[config.mk]
export PLATFORM = sky130hd
export DESIGN_NAME = ex_muldiv_unit
export DESIGN_NICKNAME = d
export VERILOG_FILES = /design/src/rtl/ex_muldiv_unit.sv
export SDC_FILE = /design/constraint.sdc
export NUM_CORES = 1
export LEC_CHECK = 0
export BUFFER_PORTS_ARGS = -buffer_cell sky130_fd_sc_hd__buf_4
export CAP_MARGIN = 20
export CELL_PAD_IN_SITES_DETAIL_PLACEMENT = 1
export CELL_PAD_IN_SITES_GLOBAL_PLACEMENT = 2
export CORE_MARGIN = 5
export CORE_UTILIZATION = 30
export DETAILED_ROUTE_END_ITERATION = 7
export GPL_ROUTABILITY_DRIVEN = 0
export PLACE_DENSITY = 0.74
export SLEW_MARGIN = 20
export SYNTH_ARGS = -nofsm -noshare
export SYNTH_HDL_FRONTEND = slang
export SYNTH_SLANG_ARGS = --single-unit
export TNS_END_PERCENT = 5
[constraint.sdc]
create_clock -name clk -period 7.25 [get_ports clk]
set_input_delay 0.725 -clock clk [delete_from_list [all_inputs] [get_ports clk]]
set_output_delay 0.725 -clock clk [all_outputs]
set_load 0.01 [all_outputs]
[src/rtl/ex_muldiv_unit.sv]
// ---------------------------------------------------------------------------
// ex_muldiv_unit
//
// Iterative multiply/divide unit in the EX stage of a MIPS-style pipeline.
// It handles MULT, MULTU, DIV and DIVU. Each operation takes one issue
// cycle, DATA_LEN iteration cycles and one DONE cycle. The unit holds the
// pipeline for the whole operation. A divide by zero skips the iterations
// and goes directly to DONE.
//
// Signed operations run on operand magnitudes. The unit records the
// result sign and the remainder sign at issue. It applies the sign fix on
// the edge that writes HI/LO. HI/LO change only on that edge, so a flushed
// or reset operation never exposes a partial result.
//
// Ports
//   clk        in   system clock, rising edge
//   rst        in   synchronous, active-high reset
//   start      in   EX instruction is MULT/MULTU/DIV/DIVU
//   md_op[1:0] in   00 MULT, 01 MULTU, 10 DIV, 11 DIVU
//   op_a       in   forwarded rs (multiplicand / dividend)
//   op_b       in   forwarded rt (multiplier / divisor)
//   flush      in   EX squash; abandons any operation, HI/LO untouched
//   hi         out  HI register (product upper half / remainder)
//   lo         out  LO register (product lower half / quotient)
//   busy       out  FSM is not IDLE
//   stall_req  out  freeze PC, IF/ID and ID/EX
//   done       out  one-cycle pulse; HI/LO were written on the previous edge
// ---------------------------------------------------------------------------
module ex_muldiv_unit #(
  parameter int DATA_LEN = 32,
  parameter int CNT_W    = 6
) (
  input  logic                clk,
  input  logic                rst,
  input  logic                start,
  input  logic [1:0]          md_op,
  input  logic [DATA_LEN-1:0] op_a,
  input  logic [DATA_LEN-1:0] op_b,
  input  logic                flush,
  output logic [DATA_LEN-1:0] hi,
  output logic [DATA_LEN-1:0] lo,
  output logic                busy,
  output logic                stall_req,
  output logic                done
);

  localparam int W2 = 2 * DATA_LEN;

  typedef enum logic [1:0] {
    IDLE    = 2'd0,
    MUL_RUN = 2'd1,
    DIV_RUN = 2'd2,
    DONE    = 2'd3
  } state_t;

  state_t            state;
  logic [CNT_W-1:0]  cnt;

  // Shared working register.
  //   multiply: {partial product, remaining multiplier bits}
  //   divide:   {partial remainder, remaining dividend / quotient bits}
  logic [W2-1:0]       acc;
  // Multiplicand magnitude for a multiply, or divisor magnitude for a divide.
  logic [DATA_LEN-1:0] opnd;
  logic                res_neg;   // negate product or quotient at the end
  logic                rem_neg;   // negate the remainder (dividend was negative)

  // ------------------------------------------------------------------
  // Issue-time operand conditioning
  // ------------------------------------------------------------------
  logic                op_signed;
  logic                a_neg;
  logic                b_neg;
  logic [DATA_LEN-1:0] a_mag;
  logic [DATA_LEN-1:0] b_mag;
  logic                div_by_zero;

  assign op_signed   = ~md_op[0];
  assign a_neg       = op_signed & op_a[DATA_LEN-1];
  assign b_neg       = op_signed & op_b[DATA_LEN-1];
  // The magnitude of the most negative value wraps to itself. Read as
  // unsigned, that value is the correct magnitude.
  assign a_mag       = a_neg ? (~op_a + 1'b1) : op_a;
  assign b_mag       = b_neg ? (~op_b + 1'b1) : op_b;
  assign div_by_zero = md_op[1] & (op_b == '0);

  // ------------------------------------------------------------------
  // Multiply step: add the multiplicand when the current multiplier LSB is
  // set, then shift right. The adder carry becomes the new top bit.
  // ------------------------------------------------------------------
  logic [DATA_LEN:0] mul_sum;
  logic [W2-1:0]     mul_next;
  logic [W2-1:0]     mul_fixed;

  assign mul_sum   = {1'b0, acc[W2-1:DATA_LEN]}
                   + (acc[0] ? {1'b0, opnd} : '0);
  assign mul_next  = {mul_sum, acc[DATA_LEN-1:1]};
  assign mul_fixed = res_neg ? (~mul_next + 1'b1) : mul_next;

  // ------------------------------------------------------------------
  // Restoring divide step: shift in the next dividend bit, then try the
  // subtraction. A clear borrow bit means remainder >= divisor. The
  // invariant remainder < divisor keeps the shifted value below
  // 2*divisor, so the (DATA_LEN+1)-bit difference cannot overflow.
  // ------------------------------------------------------------------
  logic [DATA_LEN:0]   rem_sh;
  logic [DATA_LEN:0]   div_diff;
  logic                q_bit;
  logic [DATA_LEN-1:0] rem_new;
  logic [W2-1:0]       div_next;
  logic [DATA_LEN-1:0] quo_fixed;
  logic [DATA_LEN-1:0] rem_fixed;

  assign rem_sh    = {acc[W2-1:DATA_LEN], acc[DATA_LEN-1]};
  assign div_diff  = rem_sh - {1'b0, opnd};
  assign q_bit     = ~div_diff[DATA_LEN];
  assign rem_new   = q_bit ? div_diff[DATA_LEN-1:0] : rem_sh[DATA_LEN-1:0];
  assign div_next  = {rem_new, acc[DATA_LEN-2:0], q_bit};
  assign quo_fixed = res_neg ? (~div_next[DATA_LEN-1:0] + 1'b1)
                             : div_next[DATA_LEN-1:0];
  assign rem_fixed = rem_neg ? (~div_next[W2-1:DATA_LEN] + 1'b1)
                             : div_next[W2-1:DATA_LEN];

  logic last_iter;
  assign last_iter = (cnt == CNT_W'(DATA_LEN - 1));

  // ------------------------------------------------------------------
  // Status outputs
  // ------------------------------------------------------------------
  assign busy      = (state != IDLE);
  // The stall drops in DONE, so the instruction behind the mul/div moves
  // into EX in the cycle right after the result is written.
  assign stall_req = ((state == IDLE) & start & ~flush)
                   | (state == MUL_RUN) | (state == DIV_RUN);

  // ------------------------------------------------------------------
  // FSM and datapath registers
  // ------------------------------------------------------------------
  // NOTE: every register here uses non-blocking assignments. Each
  // right-hand side then reads the value from before the edge, which is
  // what the iteration math relies on.
  always_ff @(posedge clk) begin
    if (rst) begin
      // NOTE: the working registers are reset along with the visible state.
      // After an abort, no stale operand or sign bit can then affect a later
      // operation.
      state   <= IDLE;
      cnt     <= '0;
      acc     <= '0;
      opnd    <= '0;
      res_neg <= 1'b0;
      rem_neg <= 1'b0;
      hi      <= '0;
      lo      <= '0;
      done    <= 1'b0;
    end else if (flush) begin
      state <= IDLE;
      done  <= 1'b0;
    end else begin
      done <= 1'b0;
      unique case (state)
        IDLE: begin
          if (start) begin
            cnt     <= '0;
            res_neg <= a_neg ^ b_neg;
            rem_neg <= md_op[1] & a_neg;
            if (div_by_zero) begin
              lo    <= '1;
              hi    <= op_a;
              done  <= 1'b1;
              state <= DONE;
            end else if (md_op[1]) begin
              acc   <= {{DATA_LEN{1'b0}}, a_mag};
              opnd  <= b_mag;
              state <= DIV_RUN;
            end else begin
              acc   <= {{DATA_LEN{1'b0}}, b_mag};
              opnd  <= a_mag;
              state <= MUL_RUN;
            end
          end
        end

        MUL_RUN: begin
          acc <= mul_next;
          cnt <= cnt + 1'b1;
          if (last_iter) begin
            {hi, lo} <= mul_fixed;
            done     <= 1'b1;
            state    <= DONE;
          end
        end

        DIV_RUN: begin
          acc <= div_next;
          cnt <= cnt + 1'b1;
          if (last_iter) begin
            hi    <= rem_fixed;
            lo    <= quo_fixed;
            done  <= 1'b1;
            state <= DONE;
          end
        end

        // start is ignored here: the instruction that is still held in EX
        // must not be issued a second time.
        DONE: state <= IDLE;

        default: state <= IDLE;
      endcase
    end
  end

endmodule

==> flow_summary.toml, run 1 <==
[yosys]
syn_nets = 2615
netlist_top_cells_area = "dfxtp_1 20%, xnor2_1 7.2%, a21oi_1 5.9%"
yosys.area.top_type = "dfxtp_1"
syn_area_mm2 = 0.01731
synth-async-reset-ratio_pct = 0
ys_seq_area_share_pct = 19.77
avgSynthCellArea_um2 = 7.012
yosysUniqueCellTypes = 93
yosysTopAreaCellShare_pct = 19.77
yosys_register_bits = 171
yosys_warnings = 0
syn_inst = 2469
synth_edf_count = 0
synth_ff_type = "dfxtp_1"

[global_route]
grt_pass1_wl_um = 123300
gr-total-overflow = 0
track_usage_pct = 25.00
grt_pass1_vias = 19369
grt_max_degree = 83
antenna_found_initial = 2

[power]
power.density_mw_per_mm2 = 161.2
ir_worst_vdd_v = 0.0001403
p_leak_nw = 7.323
fin_total_pwr_mw = 3.137

[clock_tree]
clockBufferDepth = 2
ctsHoldBuffers = 0
post_cts_resized = 0
h-tree-depth = 4
cts_setup_buffers = 0
cts_tree = "yes"
cts-root-buf = "clkbuf_16"
cts_buffers = 17
cts.reportedPaths.clkPinSlew_ps = 70
insertion_delay_ps = 500
clock-sinks = 171

[timing]
finalSetupTns_ps = 0
period_needed_ps = 5948
final.period_utilization_pct = 82.04
final_hold_viol_count = 0
maxSlewViolCount = 0
maxClockFrequency_mhz = 168.1
rsz0062_at_grt = "false"
setup_violations = 0
tightest_slew_ps = 1083
finClkSkew_ps = 11.64
slew_headroom_pct = 27.37

[status]
status = "complete, no violations"

[worst_setup_path]
crit_path_start_kind = "register"
reg2reg_to = "lo[22]$_SDFFE_PP0P_"
path_max_fanout = 27
critical_path_class = "reg2reg"
r2r_cells = 17
critPathRequiredTime_ps = 7590
rrSetupSlack_ps = 1300
worstPathArrival_ps = 6290
cp-end-kind = "register"
r2r-start = "acc[31]$_SDFFE_PP0P_"

[layout]
nets = 2599
final_util_pct = 33.86
drive_gt1_share_pct = 9.821
final_common_cell = "nor2_1"
syn_to_final_growth_pct = 12.40
final_cell_mix = "269 x nor2_1, 258 x nand2_1, 204 x a21oi_1"
diodes = 0

[die]
fp.dieH_um = 250.2
dieArea_mm2 = 0.06262
start_util_pct = 30.12
fp.dieW_um = 250.2
core_mm2 = 0.05748
ioPinCount = 137
row_count = 88

[worst_hold_path]
hold_path.class = "in2reg"
hold_path_end = "state[1]$_SDFFE_PP0P_"
min-delay-start = "flush"
whs_path_depth = 2

[drt]
drt-vias-per-instance = 6.002
drt_iter0_drc = 1519
drc = 0
drt_pre_antenna_iters = 5
ant_nets = 0
totalWireLength_um = 81330
routedWlPerCell_um = 25.19
vias = 19381

[placed_design]
hpwlAfterDp_um = 62740
port_buffers = 136

[job]
cap_violations = 0
how the worst max path moves through the flow:
stage	from	endpoint	slack (ps)
after floorplan	acc[0]$_SDFFE_PP0P_	hi[31]$_SDFFE_PP0P_	2590
after global placement	acc[31]$_SDFFE_PP0P_	lo[22]$_SDFFE_PP0P_	1550
after detailed placement	acc[31]$_SDFFE_PP0P_	lo[22]$_SDFFE_PP0P_	1440
after CTS	acc[31]$_SDFFE_PP0P_	lo[22]$_SDFFE_PP0P_	1410
after global routing	acc[31]$_SDFFE_PP0P_	lo[22]$_SDFFE_PP0P_	820
final	acc[31]$_SDFFE_PP0P_	lo[22]$_SDFFE_PP0P_	1300
final cells by class:
type	count	area (µm²)
inverter	70	262.8
clock inverter	9	161.4
fill	7128	38020
sequential	171	3425
timing repair buffer	165	1239
clock buffer	21	470.5
multi-input combinational	2028	12940
tap	765	957.2
power by group:
part | switching [mW] | internal [mW] | total (mW)
Sequential | 0.0736 | 0.977 | 1.05
Clock | 0.452 | 0.602 | 1.05
Combinational | 0.691 | 0.340 | 1.03
Total | 1.22 | 1.92 | 3.14
synthesized netlist by cell type (all sizes together) (8+ instances only):
master and n:
clkbuf 183, mux2i 30, nor4 27, or3 30
o21ai 143, o22ai 8, buf 17, a221o 10
o21a 18, nand2b 15, dfxtp 171, and3 20
a22oi 24, o41ai 17, nor3b 8, a31oi 16
o221ai 9, nand3 53, a311oi 19, xor2 71
nand2 259, inv 68, a211o 10, a211oi 49
or4 20, a221oi 26, nor3 115, xnor2 142
o31ai 32, a21boi 16, nor2 271, nand4 19
ha 74, a21o 41, o211ai 66, a22o 23
a21oi 205, mux2 10, or2 14, and2 15
o21bai 10
through the flow:
| stage | setup slack (ps) | area (µm²) | hold WS (ps) | std cells |
|---|---|---|---|---|
| global route | 820.4 | 19460 | 446.4 | 3229 |
| CTS | 1414 | 19460 | 417.7 | 3229 |
| finish | 1302 | 19460 | 448.1 | 3229 |
| floorplan | 2587 | 17310 | 431.9 | 2469 |
| global placement | 1552 | 18830 | 438.7 | 3199 |
| detailed placement | 1436 | 18830 | 450.8 | 3199 |
layer usage:
metal / GRT usage [%] / routed length, µm
met1: 35.59 / 38470
met5: 0 / 17
met3: 3.779 / 4712
met2: 39.41 / 36210
met4: 6.892 / 1927
sequential cells by signal (all words and copies together) (netlist names):
name	cells
acc	64
hi	32
lo	32
opnd	32
cnt	6
state	2
done	1
rem_neg	1
res_neg	1
worst max-delay path: stages (launching register included):
cell,delay (ps)
dfxtp_1,580
inv_1,130
ha_1,260
fa_1,420
nand2b_1,180
a211oi_1,380
nor2_1,200
o22a_1,260
a21oi_1,360
o21a_1,540
nor2_4,80
inv_2,480
ha_1,570
nand3_1,260
o41ai_1,390
xnor2_1,110
a221oi_1,440
a211oi_1,130
cells by family after synthesis:
logic type      count (synthesis)  synth area share, %
xor+xnor                      213                10.78
compound gates                799                31.03
simple gates                  900                24.54
flops                         171                19.77
buf+inv                       270                5.919
mux                            40                2.385
fa+ha+maj                      76                5.579
No activity file was read; power rests on OpenSTA's default activity.
==> inputs of run 2 (changes only) <==
--- a/config.mk
+++ b/config.mk
@@ -5,6 +5,7 @@
 export SDC_FILE = /design/constraint.sdc
 export NUM_CORES = 1
 export LEC_CHECK = 0
+export ABC_AREA = 1
 export BUFFER_PORTS_ARGS = -buffer_cell sky130_fd_sc_hd__buf_4
 export CAP_MARGIN = 20
 export CELL_PAD_IN_SITES_DETAIL_PLACEMENT = 1
@@ -13,7 +14,7 @@
 export CORE_UTILIZATION = 30
 export DETAILED_ROUTE_END_ITERATION = 7
 export GPL_ROUTABILITY_DRIVEN = 0
-export PLACE_DENSITY = 0.74
+export PLACE_DENSITY = 0.8
 export SLEW_MARGIN = 20
 export SYNTH_ARGS = -nofsm -noshare
 export SYNTH_HDL_FRONTEND = slang
==> constraint.sdc (replaced) <==
create_clock -name clk -period 6.2 [get_ports clk]
set_input_delay 0.62 -clock clk [delete_from_list [all_inputs] [get_ports clk]]
set_output_delay 0.62 -clock clk [all_outputs]
set_load 0.01 [all_outputs]
==> run 2 against run 1 <==
  * Worst hold slack worse by 29 ps
  * Critical path depth up 8
  * Combinational power up 38%
  * Synthesized cell count up 38%
  * Global-route usage up 3.0 points
  * Sequential power up 16%
  * Clock skew up 5.9 ps
  * Clock-buffer cell count down 2
  * Critical endpoint is now hi[14]$_SDFFE_PP0P_
==> flow_summary.toml, run 2 <==
[yosys]
syn_area_mm2 = 0.01892
synth_ff_type = "dfxtp_1"
yosys_warnings = 0
synth_edf_count = 0
avgSynthCellArea_um2 = 5.540
yosysTopAreaCellShare_pct = 19.58
synth_most_common_cell = "nand2_1"
synth-async-reset-ratio_pct = 0
synth_top_family_by_area = "simple AND/OR/NAND/NOR gates"
synth_compound_area_share_pct = 20.49
yosys_register_bits = 171
netlist_top_cells_area = "nand2_1 20%, dfxtp_1 18%, inv_1 8.7%"
synth_simple_gate_area_share_pct = 39.68
yosysUniqueCellTypes = 66
synthMuxAreaShare_pct = 0.05289
synth_common_cells = "987 x nand2_1, 441 x inv_1, 404 x nor2_1"
syn_nets = 3562
syn_inst = 3416
yosys.area_share.adder_pct = 5.104
ys_seq_area_share_pct = 18.09
synthXorXnorAreaFrac_pct = 4.397
yosys.area.top_type = "nand2_1"

[die]
core_mm2 = 0.06274
dieArea_mm2 = 0.06820
ioPinCount = 137
start_util_pct = 30.17
fp.dieH_um = 261.2
row_count = 92
fp.dieW_um = 261.2

[worst_setup_path]
worstPathArrival_ps = 4860
crit_path_start_kind = "register"
critPathRequiredTime_ps = 6540
cp-end-kind = "register"
critical_path_class = "reg2reg"
path_max_fanout = 32

[layout]
register_area_mm2 = 0.003425
final_common_cell = "nand2_1"
largest_reg_flops = 64
nets = 3603
regMostFlops = "acc"
nFillCells = 8591
final_cell_mix = "987 x nand2_1, 437 x inv_1, 402 x nor2_1"
syn_to_final_growth_pct = 12.08
fin_area_mm2 = 0.02121
drive_gt1_share_pct = 8.012
multi_input_area_mm2 = 0.01323

[power]
power.density_mw_per_mm2 = 177.8
switchingPower_mw = 1.687
ir_worst_vdd_v = 0.0002669
p_int_mw = 2.084
power_frac_comb_pct = 37.6
p_leak_nw = 10.21
netSwitchingFraction_pct = 44.73
clockPowerShare_pct = 30.2
p_seq_share_pct = 32.3

[global_route]
track_usage_pct = 28.02
grt_pass1_vias = 22666
antenna_found_initial = 3
gr-total-overflow = 0
grt_max_degree = 74
grt_pass1_wl_um = 144100

[drt]
totalWireLength_um = 98250
vias = 23004
drt_pre_antenna_iters = 7
ant_nets = 0
drt-vias-per-instance = 5.327
drt_iter0_drc = 1626
routedWlPerCell_um = 22.75
drc = 0

[clock_tree]
h-tree-depth = 4
insertion_delay_ps = 510
cts_tree = "yes"
cts_setup_buffers = 0
clockBufferDepth = 2
clock-sinks = 171
cts-root-buf = "clkbuf_16"
post_cts_resized = 0
ctsHoldBuffers = 0
cts_buffers = 17
cts.reportedPaths.clkPinSlew_ps = 80

[status]
status = "complete, no violations"

[placed_design]
hpwlAfterDp_um = 79400
port_buffers = 136
dpl-instance-area_mm2 = 0.02063

[timing]
setup_violations = 0
tightest_slew_ps = 988.3
maxClockFrequency_mhz = 221.3
final.period_utilization_pct = 72.87
period_needed_ps = 4518
maxSlewViolCount = 0
final_hold_viol_count = 0
finalSetupTns_ps = 0
rsz0062_at_grt = "false"
finClkSkew_ps = 17.54
slew_headroom_pct = 34.12

[worst_hold_path]
hold_path.class = "in2reg"

[job]
cap_violations = 0
## run 2: cell types whose count changed after synthesis, sizes merged, moves of 31 or more
cell / change
nand2: +756
inv: +380
nand3: +157
nor2: +147
o21ai: +121
xnor2: -119
clkbuf: -82
a21oi: +77
nor3: -53
a21o: -39
a211oi: -34
o211ai: -34
nand4: +31
## run 2: worst paths after layout
kind                            slack [ps]                 start  depth (start not counted)                  end
worst max-delay path                  1680  acc[31]$_SDFFE_PP0P_                         25  hi[14]$_SDFFE_PP0P_
worst min-delay path                   420                 start                          3      done$_SDFF_PP0_
worst max register to register        1680  acc[31]$_SDFFE_PP0P_                         25  hi[14]$_SDFFE_PP0P_
worst min register to register         470   hi[14]$_SDFFE_PP0P_                          2  hi[14]$_SDFFE_PP0P_
## run 2: stage by stage
stage                     worst slack [ps]  utilization, %  std cells  total power, mW  hold WS, ps
after floorplan                       2961               -       3416            2.100        444.0
after global placement                1811           32.88       4284            2.629        458.6
after detailed placement              1768           32.88       4284            2.634        461.8
after CTS                             1739           33.80       4316            3.773        397.6
after global routing                  1428           33.80       4316            3.956        434.3
final                                 1682           33.81       4318            3.771        419.5
## run 2: kinds of logic (layout without fill, tap and decap cells)
family,count (synthesis),count (layout)
AO/OA/AOI/OAI,692,692
XOR/XNOR,95,95
adder cells (fa/ha/maj),76,76
buffers and inverters,591,645
flip-flops,171,171
multiplexers,1,1
other,0,2
AND/OR/NAND/NOR,1790,1790
## run 2: worst max-delay path, cell delays in order, from the launching register on
cell,delay (ps)
dfxtp_1,410
inv_1,170
ha_1,300
fa_1,430
inv_1,120
nand2_1,60
nand2_1,70
nand3_1,90
nand2_2,140
nand2_2,90
nand2_4,70
nand2_4,70
nand2_4,110
nand2_4,90
nand2_4,390
nand2_1,100
nand2_1,240
nand3_2,230
nor2_2,300
nand2_1,110
nand2_2,180
nand2_1,70
o21ai_0,80
nand3_1,170
nand2_1,170
a21oi_1,80
## run 2: area by class of cell
type                       instances  share of cell area [%]
multi-input combinational       2654                   62.38
sequential                       171                   16.15
inverter                         450                   7.970
timing repair buffer             163                   5.769
tap                              846                   4.991
clock buffer                      19                   2.135
clock inverter                    13                  0.5840
antenna                            2                 0.02360
## run 2: power groups by stage
stage	Sequential [mW]	Combinational (mW)	Clock [mW]
2_1_floorplan	1.20	0.902	0
3_3_place_gp	1.24	1.39	0
3_5_place_dp	1.24	1.40	0
4_1_cts	1.21	1.40	1.16
5_1_grt	1.22	1.54	1.19
6_report	1.22	1.42	1.14
## run 2: metal layers
metal | GRT usage [%] | up-vias | wire, µm
met3 | 4.078 | 193 | 5077
li1 | - | 11203 | -
met1 | 35.05 | 10962 | 41710
met4 | 14.86 | 2 | 5941
met5 | 0 | - | 13
met2 | 46.70 | 644 | 45510
